File: src/rtl/sort_streamer.sv
// sort_streamer: collects an 8-byte frame from a valid/ready stream, loads it
// into the external byte sorter, starts it, then reads the sorted bytes back
// out as a valid/ready stream with a last-byte marker.
module sort_streamer #(
   parameter int DATA_W   = 8,
   parameter int ADDR_W   = 3,
   parameter int READ_LAT = 2
) (
   input  logic              clk,
   input  logic              nrst,
   input  logic              in_valid,
   output logic              in_ready,
   input  logic [DATA_W-1:0] in_data,
   output logic              out_valid,
   input  logic              out_ready,
   output logic [DATA_W-1:0] out_data,
   output logic              out_last,
   output logic              busy,
   output logic              s_start,
   output logic              s_wr,
   output logic [ADDR_W-1:0] s_addr,
   output logic [DATA_W-1:0] s_datain,
   input  logic [DATA_W-1:0] s_dataout,
   input  logic              s_ready
);

   localparam int                N         = 1 << ADDR_W;
   localparam logic [ADDR_W-1:0] LAST_ADDR = ADDR_W'(N - 1);
   localparam int                LAT_W     = $clog2(READ_LAT + 2);

   typedef enum logic [2:0] {
      LOAD   = 3'd0,
      SETTLE = 3'd1,
      GO     = 3'd2,
      WAIT   = 3'd3,
      FETCH  = 3'd4,
      EMIT   = 3'd5
   } state_t;

   state_t              r_state;
   state_t              w_next;
   logic [ADDR_W-1:0]   r_cnt;
   logic [LAT_W-1:0]    r_lat;
   logic                r_out_valid;
   logic [DATA_W-1:0]   r_out_data;
   logic                r_out_last;
   logic                r_busy;
   logic                r_s_start;
   logic                r_s_wr;
   logic [ADDR_W-1:0]   r_s_addr;
   logic [DATA_W-1:0]   r_s_datain;

   logic                w_accept;
   logic                w_lat_done;
   logic                w_out_xfer;
   logic                w_last_addr;

   assign w_accept    = in_valid && (r_state == LOAD);
   assign w_lat_done  = (r_lat == LAT_W'(READ_LAT));
   assign w_out_xfer  = r_out_valid && out_ready;
   assign w_last_addr = (r_s_addr == LAST_ADDR);

   assign in_ready  = (r_state == LOAD);
   assign out_valid = r_out_valid;
   assign out_data  = r_out_data;
   assign out_last  = r_out_last;
   assign busy      = r_busy;
   assign s_start   = r_s_start;
   assign s_wr      = r_s_wr;
   assign s_addr    = r_s_addr;
   assign s_datain  = r_s_datain;

   // State register
   always_ff @(posedge clk or negedge nrst) begin
      if (!nrst) r_state <= LOAD;
      else       r_state <= w_next;
   end

   // Next-state decode
   always_comb begin
      w_next = r_state;
      case (r_state)
         LOAD:    if (w_accept && (r_cnt == LAST_ADDR)) w_next = SETTLE;
         SETTLE:  w_next = GO;
         GO:      w_next = WAIT;
         WAIT:    if (s_ready) w_next = FETCH;
         FETCH:   if (w_lat_done) w_next = EMIT;
         EMIT:    if (w_out_xfer) w_next = w_last_addr ? LOAD : FETCH;
         default: w_next = LOAD;
      endcase
   end

   // Registered outputs and counters; values are those of the state being entered
   always_ff @(posedge clk or negedge nrst) begin
      if (!nrst) begin
         r_cnt       <= '0;
         r_lat       <= '0;
         r_out_valid <= 1'b0;
         r_out_data  <= '0;
         r_out_last  <= 1'b0;
         r_busy      <= 1'b0;
         r_s_start   <= 1'b0;
         r_s_wr      <= 1'b0;
         r_s_addr    <= '0;
         r_s_datain  <= '0;
      end else begin
         case (r_state)
            LOAD: begin
               r_s_wr <= w_accept;
               if (w_accept) begin
                  r_s_addr   <= r_cnt;
                  r_s_datain <= in_data;
                  r_cnt      <= r_cnt + ADDR_W'(1);
                  r_busy     <= 1'b1;
               end
            end
            SETTLE: begin
               // last write has been presented; start only once s_wr drops
               r_s_wr    <= 1'b0;
               r_s_start <= 1'b1;
            end
            GO: begin
               r_s_start <= 1'b0;
            end
            WAIT: begin
               if (s_ready) begin
                  r_s_addr <= '0;
                  r_s_wr   <= 1'b0;
                  r_lat    <= '0;
               end
            end
            FETCH: begin
               // s_addr is held; data is valid READ_LAT edges after first sample
               if (w_lat_done) begin
                  r_out_data  <= s_dataout;
                  r_out_valid <= 1'b1;
                  r_out_last  <= w_last_addr;
               end else begin
                  r_lat <= r_lat + LAT_W'(1);
               end
            end
            EMIT: begin
               if (w_out_xfer) begin
                  r_out_valid <= 1'b0;
                  r_lat       <= '0;
                  if (w_last_addr) begin
                     r_busy     <= 1'b0;
                     r_out_last <= 1'b0;
                     r_s_addr   <= '0;
                  end else begin
                     r_s_addr <= r_s_addr + ADDR_W'(1);
                  end
               end
            end
            default: begin
               r_s_start <= 1'b0;
               r_s_wr    <= 1'b0;
            end
         endcase
      end
   end

endmodule

File: config.mk
export PLATFORM = sky130hd
export DESIGN_NAME = sort_streamer
export DESIGN_NICKNAME = d
export VERILOG_FILES = /design/src/rtl/sort_streamer.sv
export SDC_FILE = /design/constraint.sdc
export NUM_CORES = 1
export LEC_CHECK = 0
export ABC_AREA = 1
export CAP_MARGIN = 20
export CORE_ASPECT_RATIO = 1.75
export CORE_MARGIN = 2
export CORE_UTILIZATION = 50
export CTS_CLUSTER_SIZE = 40
export DETAILED_ROUTE_END_ITERATION = 10
export HOLD_SLACK_MARGIN = 0.12
export PLACE_DENSITY_LB_ADDON = 0.3
export SLEW_MARGIN = 25
export SYNTH_ARGS = -nofsm -noshare
export SYNTH_HDL_FRONTEND = slang
export SYNTH_SLANG_ARGS = --single-unit
File: constraint.sdc
create_clock -name clk -period 2.44 [get_ports clk]
set_input_delay 0.488 -clock clk [delete_from_list [all_inputs] [get_ports clk]]
set_output_delay 0.488 -clock clk [all_outputs]
set_load 0.01 [all_outputs]
== Yosys cells after proc, flatten, opt, wreduce, memory -nomap -nowiden ==
Cells that the tools add are included.
Storage, ports and cells
  output and inout port bits: 25
  register bits: 32
  input port bits: 21
Operators by class
  muxes and demuxes: 27
  bitwise gates (word level): 1
  equality and inequality tests: 15
  reductions and logical operators: 19
  add/subtract/negate cells: 3
Operators with widths (number)
  3-bit 2-to-1 mux: 9
  4-bit AND reduction: 5
  3-bit one-hot mux with 6 select lines: 1
  3-bit equality test, second input constant: 4
  2-bit != test, second input constant: 5
  3-bit one-hot mux with 3 select lines: 1
  1-bit one-hot mux with 2 select lines: 4
  1-bit 2-to-1 mux: 7
  3-bit by 1-bit adder with 3-bit output, second input constant: 2
  3-bit by 2-bit equality test with 1-bit output, second input constant: 2
  2-bit 2-to-1 mux: 3
  2-bit one-hot mux with 3 select lines: 1
  2-bit AND reduction: 3
  3-bit nonzero test: 2
  2-bit by 1-bit != test with 1-bit output, second input constant: 2
  2-bit nonzero test: 2
  4-bit OR reduction: 1
  3-bit by 1-bit equality test with 1-bit output, second input constant: 1
  1-bit logical AND: 3
  3-bit zero test: 1
  1-bit one-hot mux with 3 select lines: 1
  3-bit AND reduction: 1
  3-bit OR reduction: 1
  2-bit by 1-bit adder with 2-bit output, second input constant: 1
  other kinds (2): 2

== Logic depth before layout (Yosys ltp) ==
  depth after elaboration: 5
  gate-level depth with buffers: 8
  mapped depth without buffers: 8

== Worst setup path after synthesis ==
No wires, ideal clock.
  path kind: reg2out
  start point: reg r_state[0]
  end point: out in_ready
  data required time: 1.952 ns
  cell stages (with the launch flop): 4
  data arrival time: 0.781 ns
  buffers on the path: 0
  setup slack: 1.171 ns
  cells stage by stage: dfrtp_1 > inv_2 > nand2_1 > nor2_2
On the way
  cells in the longest elaborated chain, start to end: 1
RTL lines
  from (decl): line 40  | state_t r_state;
  from (signal assigned): line 76  | else r_state <= w_next;
  3-bit zero test: line 63  | assign in_ready = (r_state == LOAD);
  to (decl): line 12  | output logic in_ready,
No other way between the ends.

== Worst setup path in the final report ==
Same ends and word-level chain as after synthesis.

==> flow_summary.ini <==
[timing]
fmax_mhz = 472.6
period_needed_ps = 2116
finalCritPeriodShare_pct = 86.72
final_hold_viol_count = 0
rsz0062_at_grt = false
fin_skew_ps = 4.482
slew_violations = 0
tightest_slew_ps = 394.6
fin_setup_tns_ps = 0
slew_headroom_pct = 73.69
setup_viol = 0
fin_hold_ws_ps = 476.1

[setup_path]
cp_max_fo = 7
worstPathRequired_ps = 1950
cp-start-kind = register
crit_type = reg2out
cp-end-kind = output port
arrival_ps = 1630

[grt]
track_usage_pct = 20.17
grt_pass1_vias = 1291
antenna_found_initial = 0
grt_max_degree = 33
gr-total-overflow = 0
grt_pass1_wl_um = 5285

[synth]
yosysTopAreaCellShare_pct = 52.29
yosysWarnings = 0
synthMuxAreaShare_pct = 0
yosys.area.top_type = dfrtp_1
synth-simple-area-share_pct = 33.25
synth_xor_area_share_pct = 0.5719
synth-seq-area-share_pct = 52.29
syn-cell-area_mm2 = 0.001531
ys_types = 21
yosys-top-cells-area = dfrtp_1 (52%), nand2_1 (21%), ha_1 (4.1%)
ys_seq_elements = 32
synth_top_family_by_area = simple AND/OR/NAND/NOR gates
synthesis.nets = 211
syn_inst = 185
avgSynthCellArea_um2 = 8.278
synth_compound_area_share_pct = 4.820
yosys.area_share.adder_pct = 4.085

[cts]
tritoncts = done
htree_levels = 2
cts_resized = 0
clkSinkCount = 32
cts_made_buffers = 5
post_cts_buffers = 0
root_buffer = clkbuf_8
worstSkewPairLatency_ps = 280
clockBufferDepth = 2
clk_pin_slew_ps = 60
holdBufCountCts = 0

[power]
switching_power_uw = 1013
powerDensity_mw_per_mm2 = 1249
irDropWorstVdd_mv = 0.7617
p_int_uw = 1593
power.total_uw = 2606
swShare_pct = 38.88
pwr-share-clk_pct = 14.2
comb_power_share_pct = 49.2
seqPwrFrac_pct = 36.5
cellLeakagePower_uw = 0.001094

[routing]
vias = 1341
dr.pass1.iters = 4
totalWireLength_um = 3170
vias_per_cell = 5.080
drtIter0Drc = 23
remaining_drc_errors = 0
ant_nets = 0
wl_per_cell_um = 12.01

[floorplanning]
die_x_um = 45.84
start_util_pct = 52.31
dieArea_mm2 = 0.003539
coreArea_mm2 = 0.002928
pin_count = 46
fp-row-count = 26
die_y_um = 77.21

[finish]
syn_to_final_growth_pct = 36.19
antenna_cells = 0
drive_gt1_share_pct = 10.17
fin_nets = 262

[place]
portBuffers = 45
finalWeightedCongestion = 0.8477
dp_hpwl_um = 2375

[job]
cap_violations = 0

[status]
status = complete, no violations

[min_path]
holdCritPathClass = reg2reg
-- per-layer routing --
metal	track usage, %	vias to the layer above	routed length (um)
met5	0	-	0
met4	7.714	0	69
met3	5.412	9	154
met2	33.10	38	1647
met1	24.15	620	1300
li1	-	674	-
-- critical path: stages (launching register included) --
cell	delay, ps
dfrtp_1	470
inv_2	100
nand2_1	60
nor2_2	160
clkdlybuf4s50_1	560
-- through the flow --
| step | util, % | std cells | setup WS [ps] | instance area [um^2] |
|---|---|---|---|---|
| CTS | 71.24 | 264 | 304.9 | 2086 |
| global placement | 68.59 | 257 | 646.9 | 2008 |
| finish | 71.24 | 264 | 324.0 | 2086 |
| global route | 71.24 | 264 | 245.9 | 2086 |
| floorplan | - | 185 | 1171 | 1531 |
| detailed placement | 68.59 | 257 | 610.5 | 2008 |
-- final timing paths --
| check | start | end | slack (ps) | cells after the start |
|---|---|---|---|---|
| worst min-delay path | s_datain[6] | s_datain[6] | 480 | 2 |
| worst min register to register | s_datain[6] | s_datain[6] | 480 | 2 |
| worst max register to register | r_state[1] | busy | 1050 | 6 |
| max in group asynchronous | nrst | r_lat[0] | 1540 | 2 |
| worst max-delay path | r_state[0] | in_ready | 320 | 4 |
| min in group asynchronous | nrst | s_start | 610 | 2 |
-- cells in the mapped netlist --
cell type	count
nand2_4	2
o21ai_0	9
inv_1	11
nor2_1	8
nor2_2	2
o22ai_1	1
or2_0	1
o21a_1	1
nand3_2	2
xor2_1	1
nand2_1	85
dfrtp_1	32
nand4_1	1
buf_6	1
nand3_1	9
nor2_4	2
nand2_2	4
o21bai_1	2
inv_2	5
buf_2	1
ha_1	5
-- power groups by stage --
stage               registers [uW]  logic [uW]  clock network [uW]
global route                   980        1440                 404
detailed placement             954        1300                   0
CTS                            952        1300                 386
floorplan                     1020         659                   0
finish                         952        1280                 371
global placement               949        1280                   0
-- logic make-up after synthesis --
logic type	after synthesis
fa+ha+maj	5
buf+inv	18
simple gates	116
xor+xnor	1
compound gates	13
flops	32
-- cells in the final DEF, fill, tap and decap left out, drive strengths merged --
| master | Yosys | final |
|---|---|---|
| nand2 | 91 | 91 |
| clkdlybuf4s50 | 0 | 45 |
| dfrtp | 32 | 32 |
| inv | 16 | 16 |
| nor2 | 12 | 12 |
| nand3 | 11 | 11 |
| o21ai | 9 | 9 |
| clkbuf | 0 | 6 |
| ha | 5 | 5 |
| o21bai | 2 | 2 |
| or2 | 1 | 1 |
| o21a | 1 | 1 |
| nand4 | 1 | 1 |
| o22ai | 1 | 1 |
| xor2 | 1 | 1 |
| clkinv | 0 | 1 |
| buf | 2 | 1 |
-- layout make-up --
| class | count | area (um^2) |
|---|---|---|
| clock inverters | 1 | 5.005 |
| fillers | 219 | 842.1 |
| flip-flops and latches | 32 | 800.8 |
| clock buffers | 6 | 72.57 |
| repair buffers | 46 | 457.9 |
| well taps | 28 | 35.03 |
| inverters | 16 | 60.06 |
| multi-input cells | 135 | 654.4 |
-- flip-flops by register name, indices dropped and copies added (netlist names), 2 cells and up --
name	count
r_state	3
r_cnt	3
s_datain	8
s_addr	3
out_data	8
r_lat	2
Power figures use the tool's default switching activity.
